===== src/rtl/fetch_pkg.sv =====
// Shared fetch-path types: the instruction fetch entry and the NOP filler word.
// Reused by the fetch queue and the IF/ID pipeline register.
package fetch_pkg;

    localparam int          FQ_XLEN   = 32;
    localparam logic [31:0] INSTR_NOP = 32'h0000_0013;

    typedef struct packed {
        logic [FQ_XLEN-1:0] pc;
        logic [FQ_XLEN-1:0] pc4;
        logic [FQ_XLEN-1:0] instr;
    } fetch_entry_t;

endpackage


===== src/rtl/fetch_queue_mem.sv =====
// DEPTH x fetch_entry_t storage, one synchronous write port, one asynchronous read port.
// Latency: write visible on read port after the write edge. No backpressure; not reset.
module fetch_queue_mem
    import fetch_pkg::*;
#(
    parameter int DEPTH = 4,
    parameter int AW    = $clog2(DEPTH)
) (
    input  logic          clk,
    input  logic          i_we,
    input  logic [AW-1:0] i_waddr,
    input  fetch_entry_t  i_wdata,
    input  logic [AW-1:0] i_raddr,
    output fetch_entry_t  o_rdata
);

    fetch_entry_t r_mem [DEPTH];

    always_ff @(posedge clk) begin
        if (i_we) begin
            r_mem[i_waddr] <= i_wdata;
        end
    end

    assign o_rdata = r_mem[i_raddr];

endmodule


===== src/rtl/fetch_queue.sv =====
// Instruction fetch queue between PC/fetch and decode; flush empties it in one cycle.
// Latency: 1 cycle enqueue-to-dequeue, no bypass when empty.
// Backpressure: keep_pc = full (registered state only); enqueue refused while full.
module fetch_queue
    import fetch_pkg::*;
#(
    parameter int DEPTH = 4,
    parameter int XLEN  = FQ_XLEN
) (
    input  logic                     clk,
    input  logic                     rst_n,
    input  logic                     flush,
    input  logic                     enq_valid,
    input  logic [XLEN-1:0]          enq_pc,
    input  logic [XLEN-1:0]          enq_pc4,
    input  logic [XLEN-1:0]          enq_instr,
    output logic                     keep_pc,
    output logic                     deq_valid,
    input  logic                     deq_ready,
    output logic [XLEN-1:0]          deq_pc,
    output logic [XLEN-1:0]          deq_pc4,
    output logic [XLEN-1:0]          deq_instr,
    output logic [$clog2(DEPTH):0]   count
);

    localparam int          AW       = $clog2(DEPTH);
    localparam logic [AW:0] FULL_CNT = (AW+1)'(DEPTH);

    logic [AW:0]  r_rd_ptr;
    logic [AW:0]  r_wr_ptr;
    logic [AW:0]  w_count;
    logic         w_full;
    logic         w_empty;
    logic         w_enq_fire;
    logic         w_deq_fire;
    fetch_entry_t w_wdata;
    fetch_entry_t w_rdata;

    // Extra wrap bit on each pointer lets the difference span 0..DEPTH.
    assign w_count    = r_wr_ptr - r_rd_ptr;
    assign w_full     = (w_count == FULL_CNT);
    assign w_empty    = (w_count == '0);
    assign w_enq_fire = enq_valid & ~w_full & ~flush;
    assign w_deq_fire = ~w_empty & deq_ready & ~flush;

    always_ff @(posedge clk or negedge rst_n) begin
        if (!rst_n) begin
            r_rd_ptr <= '0;
            r_wr_ptr <= '0;
        end else if (flush) begin
            r_rd_ptr <= '0;
            r_wr_ptr <= '0;
        end else begin
            if (w_enq_fire) begin
                r_wr_ptr <= r_wr_ptr + 1'b1;
            end
            if (w_deq_fire) begin
                r_rd_ptr <= r_rd_ptr + 1'b1;
            end
        end
    end

    assign w_wdata.pc    = enq_pc;
    assign w_wdata.pc4   = enq_pc4;
    assign w_wdata.instr = enq_instr;

    fetch_queue_mem #(
        .DEPTH (DEPTH)
    ) u_mem (
        .clk     (clk),
        .i_we    (w_enq_fire),
        .i_waddr (r_wr_ptr[AW-1:0]),
        .i_wdata (w_wdata),
        .i_raddr (r_rd_ptr[AW-1:0]),
        .o_rdata (w_rdata)
    );

    // Storage is never reset, so stale data is masked whenever the queue is empty.
    assign deq_valid = ~w_empty;
    assign deq_pc    = w_empty ? '0        : w_rdata.pc;
    assign deq_pc4   = w_empty ? '0        : w_rdata.pc4;
    assign deq_instr = w_empty ? INSTR_NOP : w_rdata.instr;
    assign keep_pc   = w_full;
    assign count     = w_count;

endmodule


===== config.mk =====
export PLATFORM = sky130hd
export DESIGN_NAME = fetch_queue
export DESIGN_NICKNAME = d
export VERILOG_FILES = /design/src/rtl/fetch_pkg.sv /design/src/rtl/fetch_queue_mem.sv /design/src/rtl/fetch_queue.sv
export SDC_FILE = /design/constraint.sdc
export NUM_CORES = 1
export LEC_CHECK = 0
export ABC_AREA = 0
export CAP_MARGIN = 20
export CORE_MARGIN = 3
export CORE_UTILIZATION = 45
export CTS_BUF_LIST = sky130_fd_sc_hd__clkbuf_8 sky130_fd_sc_hd__clkbuf_16
export CTS_CLUSTER_DIAMETER = 200
export DETAILED_ROUTE_END_ITERATION = 6
export HOLD_SLACK_MARGIN = 0.05
export PLACE_DENSITY = 0.7
export SLEW_MARGIN = 10
export SYNTH_ARGS = -nofsm -noshare
export SYNTH_HDL_FRONTEND = slang
export SYNTH_SLANG_ARGS = --single-unit

===== constraint.sdc =====
create_clock -name clk -period 8.7 [get_ports clk]
set_input_delay 2.61 -clock clk [delete_from_list [all_inputs] [get_ports clk]]
set_output_delay 2.61 -clock clk [all_outputs]
set_load 0.03 [all_outputs]

; ---- Word level (Yosys, flattened, before mapping)
; Memory sizes are Yosys's and may differ from the RTL's.
; Cells that the tools add are included.
[word_totals]
register_bits = 6
mem_bits_rw = 384
inputBits = 101
out_inout_bits = 101
n_memories = 1
[memory_table]
columns = name, depth, width, rd, rd_clocked_by_memory_dff, wr, line
row1 = u_mem.r_mem, 4, 96, 1, 0, 1, fetch_queue_mem.sv:17  ; fetch_entry_t r_mem [DEPTH];
[classes]
n_addsub = 3
n_eq_ne = 1
n_mux = 9
bitwise_logic = 7
n_reduce_logical = 3
[ops]
columns = operator, n
row1 = two-way mux 32 bit, 3
row2 = two-way mux 3 bit, 4
row3 = "adder 3 x 1 -> 3 bit, second input constant", 2
row4 = bitwise AND 1 bit, 4
row5 = nonzero test 2 bit, 2
row6 = "equality test 3 bit, second input constant", 1
row7 = logical NOT 3 bit, 1
row8 = NOT 1 bit, 3
row9 = subtractor 3 bit, 1
row10 = two-way mux 1 bit, 2

; ---- Logic depth before layout (Yosys ltp)
; Gate-level depths: netlist of run 1.
[depth]
word_depth = 7
mapped_depth = 9
mapped_depth_nobuf = 7

; ---- Hierarchy
; Synthesis of run 1 repeated with hierarchy kept, for this count alone.
[unflattened]
cells_unflattened = 659
hier_area_um2 = 15282.2
[modules_own_cells]
columns = mod, instances, cells_each, area_each_um2, seq_area_each_um2
row1 = fetch_queue_mem, 1, 506, 13889.6, 11531.1
row2 = fetch_queue, 1, 153, 1392.6, 150.1

; ---- Worst setup path after synthesis of run 1
; OpenSTA, ideal clock, no wires.
[synth_timing]
kind = input -> register
start = input port flush
end = memory u_mem.r_mem[0][0] in the netlist's numbering (enable)
setup_ps = 688
arrival_ps = 9809
required_time_ps = 8012
setup_slack_ps = -1797
stages = 2
path_cell_list = clkbuf_1 > nor3b_1
[synth_via]
elab_chain_cells = 4
[synth_rtl]
columns = item, line
row1 = "start, declared", fetch_queue.sv:12  ; input logic flush,
row2 = NOT 1 bit, fetch_queue.sv:43  ; assign w_enq_fire = enq_valid & ~w_full & ~flush;
row3 = bitwise AND 1 bit, fetch_queue.sv:43
row4 = two-way mux 1 bit, fetch_queue_mem.sv:20  ; if (i_we) begin
row5 = two-way mux 1 bit (not written as such), fetch_queue_mem.sv:21  ; r_mem[i_waddr] <= i_wdata;
row6 = "end, declared", fetch_queue_mem.sv:17
; Every way passes these cells.

; ---- Final worst setup path of run 1
[layout_timing]
start = register r_rd_ptr[0]
end = output port deq_instr[4]
[layout_via]
elab_chain_cells = 3
[layout_rtl]
columns = item, line
row1 = "start, declared", fetch_queue.sv:29  ; logic [AW:0] r_rd_ptr;
row2 = "start signal, assigned", fetch_queue.sv:58  ; r_rd_ptr <= r_rd_ptr + 1'b1;
row3 = subtractor 3 bit, fetch_queue.sv:40  ; assign w_count = r_wr_ptr - r_rd_ptr;
row4 = logical NOT 3 bit, fetch_queue.sv:42  ; assign w_empty = (w_count == '0);
row5 = two-way mux 32 bit (*), fetch_queue.sv:82  ; assign deq_instr = w_empty ? INSTR_NOP : w_rdata.instr;
row6 = "end, declared", fetch_queue.sv:22  ; output logic [XLEN-1:0] deq_instr,
; Mark *: on every way between the ends. The rest lies on a longest branch, timed or not.

==> results of run 1 <==
-- layer usage --
metal | track usage (%) | vias up
li1 | - | 3152
met2 | 25.7 | 222
met1 | 22.6 | 3614
met3 | 4.47 | 43
met4 | 3.52 | 8
met5 | 0 | -
-- worst register-to-register path, stage by stage (launching register included) --
cell,delay [ns]
dfrtp_4,0.68
ha_1,0.31
fa_1,0.38
xnor3_2,0.29
o21ai_0,0.27
nor3b_2,0.28
buf_4,0.70
-- power by group --
group          internal, mW  leakage (nW)  switching, mW  total [mW]
clock network         0.876         0.635          0.658        1.53
registers              2.23          3.56         0.0713        2.30
logic                  1.16          1.75           1.59        2.75
-- metrics by stage --
stage | utilization, % | setup WS [ns]
after floorplan | - | -1.80
after detailed placement | 53.6 | 2.36
final | 57.3 | 1.87
after CTS | 57.3 | 1.77
after global placement | 53.6 | 2.42
after global routing | 57.3 | 1.62
-- how the worst min path moves through the flow --
stage / to / slack [ns] / cells after the start / start
finish: r_wr_ptr[1] / 0.61 / 2 / r_wr_ptr[1]
global route: r_wr_ptr[1] / 0.64 / 2 / r_wr_ptr[1]
CTS: r_wr_ptr[1] / 0.61 / 2 / r_wr_ptr[1]
detailed placement: r_wr_ptr[1] / 0.60 / 2 / r_wr_ptr[1]
global placement: r_wr_ptr[1] / 0.59 / 2 / r_wr_ptr[1]
floorplan: r_wr_ptr[1] / 0.56 / 2 / r_wr_ptr[1]
-- cell type report --
cell class	instances	area, um2	share of cell area [%]
sequential	390	11700	62.4
multi-input combinational	233	3130	16.7
timing repair buffer	214	2120	11.3
clock buffer	44	1060	5.64
tap	442	553	2.95
clock inverter	29	163	0.868
inverter	6	22.5	0.120
-- layout by cell type, fill, tap and decap left out, types with 2 or more instances in the layout --
| cell type | count |
|---|---|
| mux4_2 | 96 |
| nor2_1 | 5 |
| clkinv_8 | 3 |
| nor3b_2 | 4 |
| clkinv_1 | 7 |
| edfxtp_1 | 384 |
| inv_1 | 13 |
| or2_1 | 3 |
| dfrtp_4 | 2 |
| mux2_2 | 3 |
| ha_1 | 6 |
| clkbuf_8 | 4 |
| clkbuf_16 | 40 |
| mux2i_1 | 2 |
| nand2b_1 | 4 |
| clkdlybuf4s50_1 | 201 |
| dfrtp_1 | 4 |
| buf_4 | 12 |
| nor2b_1 | 95 |
| clkinv_2 | 10 |
| nand2_1 | 2 |
-- sequential cells by signal, summed over array words and instances (netlist names) --
register     cells
r_wr_ptr         3
u_mem.r_mem    384
r_rd_ptr         3
-- kinds of logic after synthesis --
kind of cell             Yosys count  synth area share [%]
adder cells (fa/ha/maj)            7                 0.634
buffers and inverters             39                  1.48
multiplexers                     101                  14.8
XOR/XNOR                           1                 0.158
AO/OA/AOI/OAI                      6                 0.275
AND/OR/NAND/NOR                  118                  4.84
flip-flops                       390                  77.8
==> flow_metrics.py, run 1 <==
metrics = {
    "global_routing": {
        "grt_first_pass_wirelength_um": 44200,
        "antenna_found_initial": 4,
        "globalRouteTotalUtil_pct": 16.1,
        "grt_start_max_net_pins": 66,
        "grt_pass1_vias": 7668,
        "gr-total-overflow": 0,
    },
    "routing": {
        "wl_met2_um": 13500,
        "wl_per_cell_um": 20.8,
        "routed.top_layer": "met5",
        "drc_errors": 0,
        "vias": 7039,
        "firstDrtPassIters": 5,
        "drtIter0Drc": 556,
        "vias_per_cell": 5.18,
        "drt-met1-wl_um": 12300,
        "wirelength_um": 28200,
        "drtAntennaViolNets": 0,
        "route.met3.wl_um": 1910,
    },
    "clocking": {
        "cts_buffers": 40,
        "cts_tree": "done",
        "htreeDepth": 2,
        "path_clk_slew_ns": 0.06,
        "root_buffer": "clkbuf_16",
        "hold_buffers": 0,
        "clk_latency_ns": 0.53,
        "postCtsSetupBuffers": 0,
        "cts_buffer_depth": 3,
        "cts.sinks": 390,
        "cts-resized-gates": 0,
    },
    "floorplanning": {
        "ios": 202,
        "start_util_pct": 45.9,
        "die_x_um": 189,
        "die_area_um2": 35600,
        "core.rowCount": 66,
        "die_h_um": 189,
        "core_um2": 32700,
    },
    "worst_setup_path": {
        "cp_slowest_cell": "nor2_4",
        "worst-path-stages": 8,
        "startpoint_type": "flop",
        "reg2reg_setup_slack_ns": 5.32,
        "critPathMaxStageDelay_ns": 0.71,
        "worstReg2RegEnd": "u_mem.r_mem[1][64]",
        "worstPathRequired_ns": 6.09,
        "crit_end": "deq_instr[4]",
        "crit_family": "buffers and inverters",
        "path_cells": "ha_1, fa_1, xnor3_2, inv_2, nor2_4, buf_12, or2_1, clkdlybuf4s50_1",
        "critPathArrivalTime_ns": 4.22,
        "path_buf_inv": 3,
        "startpoint": "r_rd_ptr[0]",
        "endpoint_kind": "primary output",
        "rr_startpoint": "r_rd_ptr[0]",
        "rr_worst_depth": 6,
        "path_class": "reg -> out",
        "crit_fanout": 65,
    },
    "sta": {
        "layout_min_cycle_time_ns": 6.83,
        "worst_pin_slew_ns": 0.966,
        "period_share_pct": 78.5,
        "rsz0062_at_grt": "no",
        "setup_violations": 0,
        "slew_viol_final": 0,
        "setup-tns-final_ns": 0,
        "slew-limit-headroom_pct": 35.6,
        "timing.hold.ws_ns": 0.605,
        "fin_skew_ns": 0.0249,
        "hold_viol": 0,
        "max_freq_mhz": 146,
    },
    "logic_synthesis": {
        "syn_area_per_cell_um2": 22.7,
        "netlist_area_um2": 15000,
        "synth_top_cell_by_area": "edfxtp_1",
        "ys_ff_latch": 390,
        "synthArstFlopShare_pct": 1.54,
        "yosysMostFrequentCell": "edfxtp_1",
        "syn_inst": 662,
        "synth_fp_nets": 770,
        "synth_common_cells": "edfxtp_1, mux4_2, nor2b_1, buf_2",
        "synth_top_area_share_pct": 76.8,
        "synth_area_leaders": "edfxtp_1, mux4_2, nor2b_1, dfrtp_1, buf_2",
        "yosysWarnings": 0,
        "ys.flop_type": "edfxtp_1",
        "synth_edf_count": 384,
        "ys_types": 30,
        "seq_area_frac_synth_pct": 77.8,
    },
    "placement": {
        "dp_cells": 1285,
        "dpl_cell_area_um2": 17500,
        "gp_congestion": 0.725,
        "port-buffer-count": 201,
        "dp_hpwl_um": 16600,
    },
    "cells_and_area": {
        "areaGrowthSynthToFinish_pct": 24.8,
        "diodes": 0,
        "drive_gt1_share_pct": 19.5,
        "fin_cells": 1358,
        "fill_cells": 2464,
        "finalInstanceArea_um2": 18700,
        "fin_nets": 993,
    },
    "status": {
        "status": "completed",
    },
    "pwr": {
        "powerDensity_nw_per_um2": 351,
        "vdd_drop_max_mv": 0.331,
        "design_power_total_mw": 6.58,
        "p_leak_nw": 5.94,
    },
    "min_path": {
        "worst_hold_path_type": "reg -> reg",
    },
    "job": {
        "drv_cap": 0,
    },
}
No activity file was read; power rests on OpenSTA's default activity.
==> run 2, diff against run 1 <==
==> constraint.sdc (replaced) <==
create_clock -name clk -period 6.1 [get_ports clk]
set_input_delay 1.83 -clock clk [delete_from_list [all_inputs] [get_ports clk]]
set_output_delay 1.83 -clock clk [all_outputs]
set_load 0.03 [all_outputs]
==> run 2 against run 1 <==
  * Power is 45% higher
  * Final area increased by 0.69%
  * Clock skew shrank 0.012 ns
  * Critical path depth down 1
  * Sequential power rose by 42%
  * Clock power is 54% higher
  * First-iteration DRC count down 31%
  * Via count grew 0.54%
  * Die area unchanged
  * Final cell count about the same
  * Count of clock-buffer cells in the layout shrank 1
  * Largest cell class unchanged
  * Largest power group unchanged
  * Highest routed layer unchanged
==> flow_metrics.py, run 2 (same netlist as run 1, synthesis figures left out) <==
metrics = {
    "status": {
        "status": "completed",
    },
    "sta": {
        "period_share_pct": 87.2,
        "max_freq_mhz": 188,
        "timing.hold.ws_ns": 0.610,
        "slew_viol_final": 0,
        "layout_min_cycle_time_ns": 5.32,
        "worst_pin_slew_ns": 0.882,
        "fin_skew_ns": 0.0126,
        "slew-limit-headroom_pct": 41.2,
        "hold_viol": 0,
        "setup_violations": 0,
        "setup-tns-final_ns": 0,
        "rsz0062_at_grt": "no",
        "fin_ws_ns": 0.781,
    },
    "worst_setup_path": {
        "worstPathRequired_ns": 4.27,
        "startpoint": "r_rd_ptr[1]",
        "critPathArrivalTime_ns": 3.49,
        "startpoint_type": "flop",
        "endpoint_kind": "primary output",
        "rr_startpoint": "r_rd_ptr[1]",
        "path_class": "reg -> out",
        "crit_fanout": 97,
    },
    "floorplanning": {
        "core.rowCount": 66,
        "start_util_pct": 45.9,
        "die_area_um2": 35600,
        "ios": 202,
        "die_h_um": 189,
        "core_um2": 32700,
        "die_x_um": 189,
    },
    "cells_and_area": {
        "drive_gt1_share_pct": 18.8,
        "final_common_cell": "edfxtp_1",
        "fin_cells": 1357,
        "areaGrowthSynthToFinish_pct": 25.7,
        "final_util_pct": 57.7,
        "diodes": 0,
        "largest_register_ffs": 384,
        "final_cell_mix": "edfxtp_1, clkdlybuf4s50_1, mux4_2, nor2b_1, clkbuf_16",
        "reg_top3": "u_mem.r_mem: 384 flops, r_rd_ptr: 3 flops, r_wr_ptr: 3 flops",
        "fin_nets": 992,
        "finalInstanceArea_um2": 18900,
        "regMostFlops": "u_mem.r_mem",
    },
    "routing": {
        "wl_per_cell_um": 20.8,
        "vias_per_cell": 5.22,
        "drc_errors": 0,
        "wirelength_um": 28300,
        "vias": 7077,
        "drtAntennaViolNets": 0,
        "drtIter0Drc": 381,
        "firstDrtPassIters": 5,
    },
    "clocking": {
        "hold_buffers": 0,
        "clk_latency_ns": 0.52,
        "cts.sinks": 390,
        "cts_buffers": 42,
        "root_buffer": "clkbuf_16",
        "cts_tree": "done",
        "postCtsSetupBuffers": 0,
        "path_clk_slew_ns": 0.06,
        "htreeDepth": 2,
        "cts_buffer_depth": 3,
        "cts-resized-gates": 0,
    },
    "global_routing": {
        "gr-total-overflow": 0,
        "grt_util_met2_pct": 26.2,
        "globalRouteTotalUtil_pct": 16.1,
        "grt_start_max_net_pins": 100,
        "use_met1_pct": 21.6,
        "antenna_found_initial": 2,
        "grt_pass1_vias": 7716,
        "met3_usage_pct": 4.99,
        "grt-busiest-layer": "met2",
        "grt_first_pass_wirelength_um": 44500,
    },
    "pwr": {
        "powerDensity_nw_per_um2": 506,
        "p_leak_nw": 5.99,
        "vdd_drop_max_mv": 0.508,
        "design_power_total_mw": 9.55,
    },
    "min_path": {
        "worst_hold_path_type": "reg -> reg",
        "worstHoldStart": "r_wr_ptr[1]",
    },
    "placement": {
        "port-buffer-count": 201,
        "gp_congestion": 0.722,
        "dp_hpwl_um": 15500,
        "dpl_cell_area_um2": 17600,
        "dp_cells": 1282,
        "dp_slack_ns": 1.26,
    },
    "job": {
        "drv_cap": 0,
    },
}
[run 2: cell types whose count changed in the layout (fill, tap and decap cells not counted)]
| cell | delta |
|---|---|
| buf_4 | -7 |
| clkinv_1 | +6 |
| clkinv_2 | -5 |
| buf_12 | +4 |
| clkbuf_8 | -4 |
| nor3b_2 | -4 |
| nor3b_4 | +4 |
| bufinv_16 | +3 |
| clkbuf_16 | +3 |
| clkinv_8 | -3 |
| inv_6 | +2 |
[run 2: metal layers]
layer	routed length [um]	share of wire (%)
met1	11700	42
met2	13700	49
met3	2300	8.2
met4	462	1.6
met5	25	0.088
[run 2: path summary, 6_finish.rpt]
check	cells past startpoint	slack, ns	to
max	7	0.78	deq_instr[4]
min	2	0.61	r_wr_ptr[1]
max reg2reg	6	2.86	u_mem.r_mem[3][61]
min reg2reg	2	0.61	r_wr_ptr[1]
max in group asynchronous	1	4.27	r_rd_ptr[0]
min in group asynchronous	1	1.57	r_rd_ptr[1]
[run 2: layout make-up]
class,count,area (um2)
well taps,442,553
clock buffers,43,1080
multi-input cells,233,3150
flip-flops and latches,390,11700
inverters,6,22.5
fillers,2446,13800
repair buffers,211,2150
clock inverters,32,219
[run 2: power breakdown]
| group | switching (mW) | internal [mW] |
|---|---|---|
| sequential | 0.0812 | 3.18 |
| clock | 0.948 | 1.40 |
| combinational | 2.28 | 1.66 |
[run 2: critical path, stage by stage (launching register included)]
cell and delay [ns]:
dfrtp_4 0.73, fa_1 0.51, xnor3_2 0.29, inv_2 0.08
nor2_4 0.12, buf_12 0.37, or2_1 0.17, clkdlybuf4s50_1 0.66
==> run 3, diff against run 2 <==
==> constraint.sdc (replaced) <==
create_clock -name clk -period 6.1 [get_ports clk]
set_input_delay 1.83 -clock clk [delete_from_list [all_inputs] [get_ports clk]]
set_output_delay 1.83 -clock clk [all_outputs]
set_load 0.02 [all_outputs]
==> run 3 against run 2 <==
  * Via count is 1.3% higher
  * Sequential cell count unchanged
  * Routed wire length down 0.45%
  * Count of clock-buffer cells in the layout decreased by 3
  * Highest routed layer unchanged
==> flow_metrics.py, run 3 (same netlist as run 1, synthesis figures left out) <==
metrics = {
    "status": {
        "status": "completed",
    },
    "clocking": {
        "cts.sinks": 390,
        "cts_buffers": 40,
        "postCtsSetupBuffers": 0,
        "hold_buffers": 0,
        "cts_buffer_depth": 3,
        "htreeDepth": 2,
        "clk_latency_ns": 0.52,
        "root_buffer": "clkbuf_16",
        "cts_tree": "done",
        "path_clk_slew_ns": 0.06,
        "cts-resized-gates": 0,
    },
    "worst_setup_path": {
        "reg2reg_setup_slack_ns": 2.88,
        "worstReg2RegEnd": "u_mem.r_mem[3][65]",
        "worstPathRequired_ns": 4.27,
        "critPathArrivalTime_ns": 3.31,
        "path_cells": "inv_1, ha_1, fa_1, xnor3_2, inv_2, nor2_4, buf_12, or2_1, clkdlybuf4s50_1",
        "crit_family": "buffers and inverters",
        "crit_fanout": 97,
        "endpoint_kind": "primary output",
        "path_buf_inv": 4,
        "critPathMaxStageDelay_ns": 0.60,
        "startpoint_type": "flop",
        "rr_worst_depth": 8,
        "rr_startpoint": "r_wr_ptr[0]",
        "path_class": "reg -> out",
        "cp_slowest_cell": "clkdlybuf4s50_1",
    },
    "sta": {
        "fin_skew_ns": 0.0110,
        "period_share_pct": 84.2,
        "setup_violations": 0,
        "rsz0062_at_grt": "no",
        "slew_viol_final": 0,
        "worst_pin_slew_ns": 0.971,
        "layout_min_cycle_time_ns": 5.14,
        "fin_ws_ns": 0.963,
        "hold_viol": 0,
        "max_freq_mhz": 195,
        "timing.hold.ws_ns": 0.617,
        "slew-limit-headroom_pct": 35.2,
    },
    "pwr": {
        "p_leak_nw": 5.97,
        "powerDensity_nw_per_um2": 479,
        "vdd_drop_max_mv": 0.395,
    },
    "routing": {
        "drtAntennaViolNets": 0,
        "firstDrtPassIters": 5,
        "wirelength_um": 28100,
        "wl_per_cell_um": 20.7,
        "drtIter0Drc": 517,
        "vias_per_cell": 5.28,
        "vias": 7167,
        "drc_errors": 0,
    },
    "cells_and_area": {
        "drive_gt1_share_pct": 19.3,
        "fill_cells": 2451,
        "reg_top3": "u_mem.r_mem: 384 flops, r_rd_ptr: 3 flops, r_wr_ptr: 3 flops",
        "final_common_cell": "edfxtp_1",
        "fin_cells": 1358,
        "areaGrowthSynthToFinish_pct": 25.6,
        "multi_input_area_um2": 3150,
        "seqCellArea_um2": 11700,
        "final_util_pct": 57.6,
        "final_cell_mix": "edfxtp_1, clkdlybuf4s50_1, mux4_2, nor2b_1, clkbuf_16",
        "largest_register_ffs": 384,
        "fin_nets": 995,
        "regMostFlops": "u_mem.r_mem",
    },
    "floorplanning": {
        "die_x_um": 189,
        "core_um2": 32700,
        "die_h_um": 189,
        "ios": 202,
        "core.rowCount": 66,
        "start_util_pct": 45.9,
        "die_area_um2": 35600,
    },
    "global_routing": {
        "grt_first_pass_wirelength_um": 43700,
        "gr-total-overflow": 0,
        "globalRouteTotalUtil_pct": 15.9,
        "grt_start_max_net_pins": 100,
        "antenna_found_initial": 2,
        "grt_pass1_vias": 7675,
    },
    "min_path": {
        "worstHoldStart": "r_wr_ptr[1]",
        "min_to": "r_wr_ptr[1]",
        "whs_path_depth": 2,
        "worst_hold_path_type": "reg -> reg",
    },
    "placement": {
        "gp_congestion": 0.733,
        "dp_cells": 1287,
        "dp_slack_ns": 1.49,
        "port-buffer-count": 201,
        "dp_hpwl_um": 16200,
    },
    "job": {
        "drv_cap": 0,
    },
}
==> run 3: cell type report <==
type	count	area share, %
diodes	2	0.0265
clock buffers	40	5.31
clock inverters	29	1.15
inverters	6	0.119
multi-input cells	233	16.7
flip-flops and latches	390	62.0
well taps	442	2.93
repair buffers	216	11.7
==> run 3: how the worst max path moves through the flow <==
| stage | from | end | slack [ns] | cells after the start |
|---|---|---|---|---|
| global placement | r_rd_ptr[0] | deq_instr[4] | 1.54 | 8 |
| CTS | r_wr_ptr[0] | deq_instr[0] | 0.92 | 9 |
| floorplan | enq_valid | u_mem.r_mem[0][0] | -0.29 | 2 |
| detailed placement | r_wr_ptr[0] | deq_instr[0] | 1.49 | 9 |
| global route | r_wr_ptr[0] | deq_instr[0] | 0.79 | 9 |
| finish | r_wr_ptr[0] | deq_instr[0] | 0.96 | 9 |
==> run 3: worst min-delay path: cells and delay by family (launching register included) <==
kind / cells / cell delay, ns
simple gates: 1 / 0.09
flops: 1 / 0.42
mux: 1 / 0.06
==> run 3: report_power, final <==
part,total [mW],leakage (nW),switching (mW),internal [mW]
Combinational,3.57,1.79,1.89,1.68
Sequential,3.23,3.56,0.0461,3.18
Clock,2.23,0.617,0.947,1.28
Total,9.02,5.97,2.88,6.14
==> run 3: per-layer routing <==
metal	up-vias	global-route usage, %	wire, um
met5	-	0	34
met4	4	3.58	485
met3	49	4.54	2320
met2	239	26.1	13600
met1	3719	21.4	11700
li1	3156	-	-
==> run 3: per-stage QoR <==
stage	power [mW]	area, um2	TNS [ns]
floorplan	5.37	15000	-113.22
global placement	6.89	17600	0
detailed placement	6.90	17600	0
CTS	9.17	18800	0
global route	9.47	18800	0
finish	9.02	18900	0
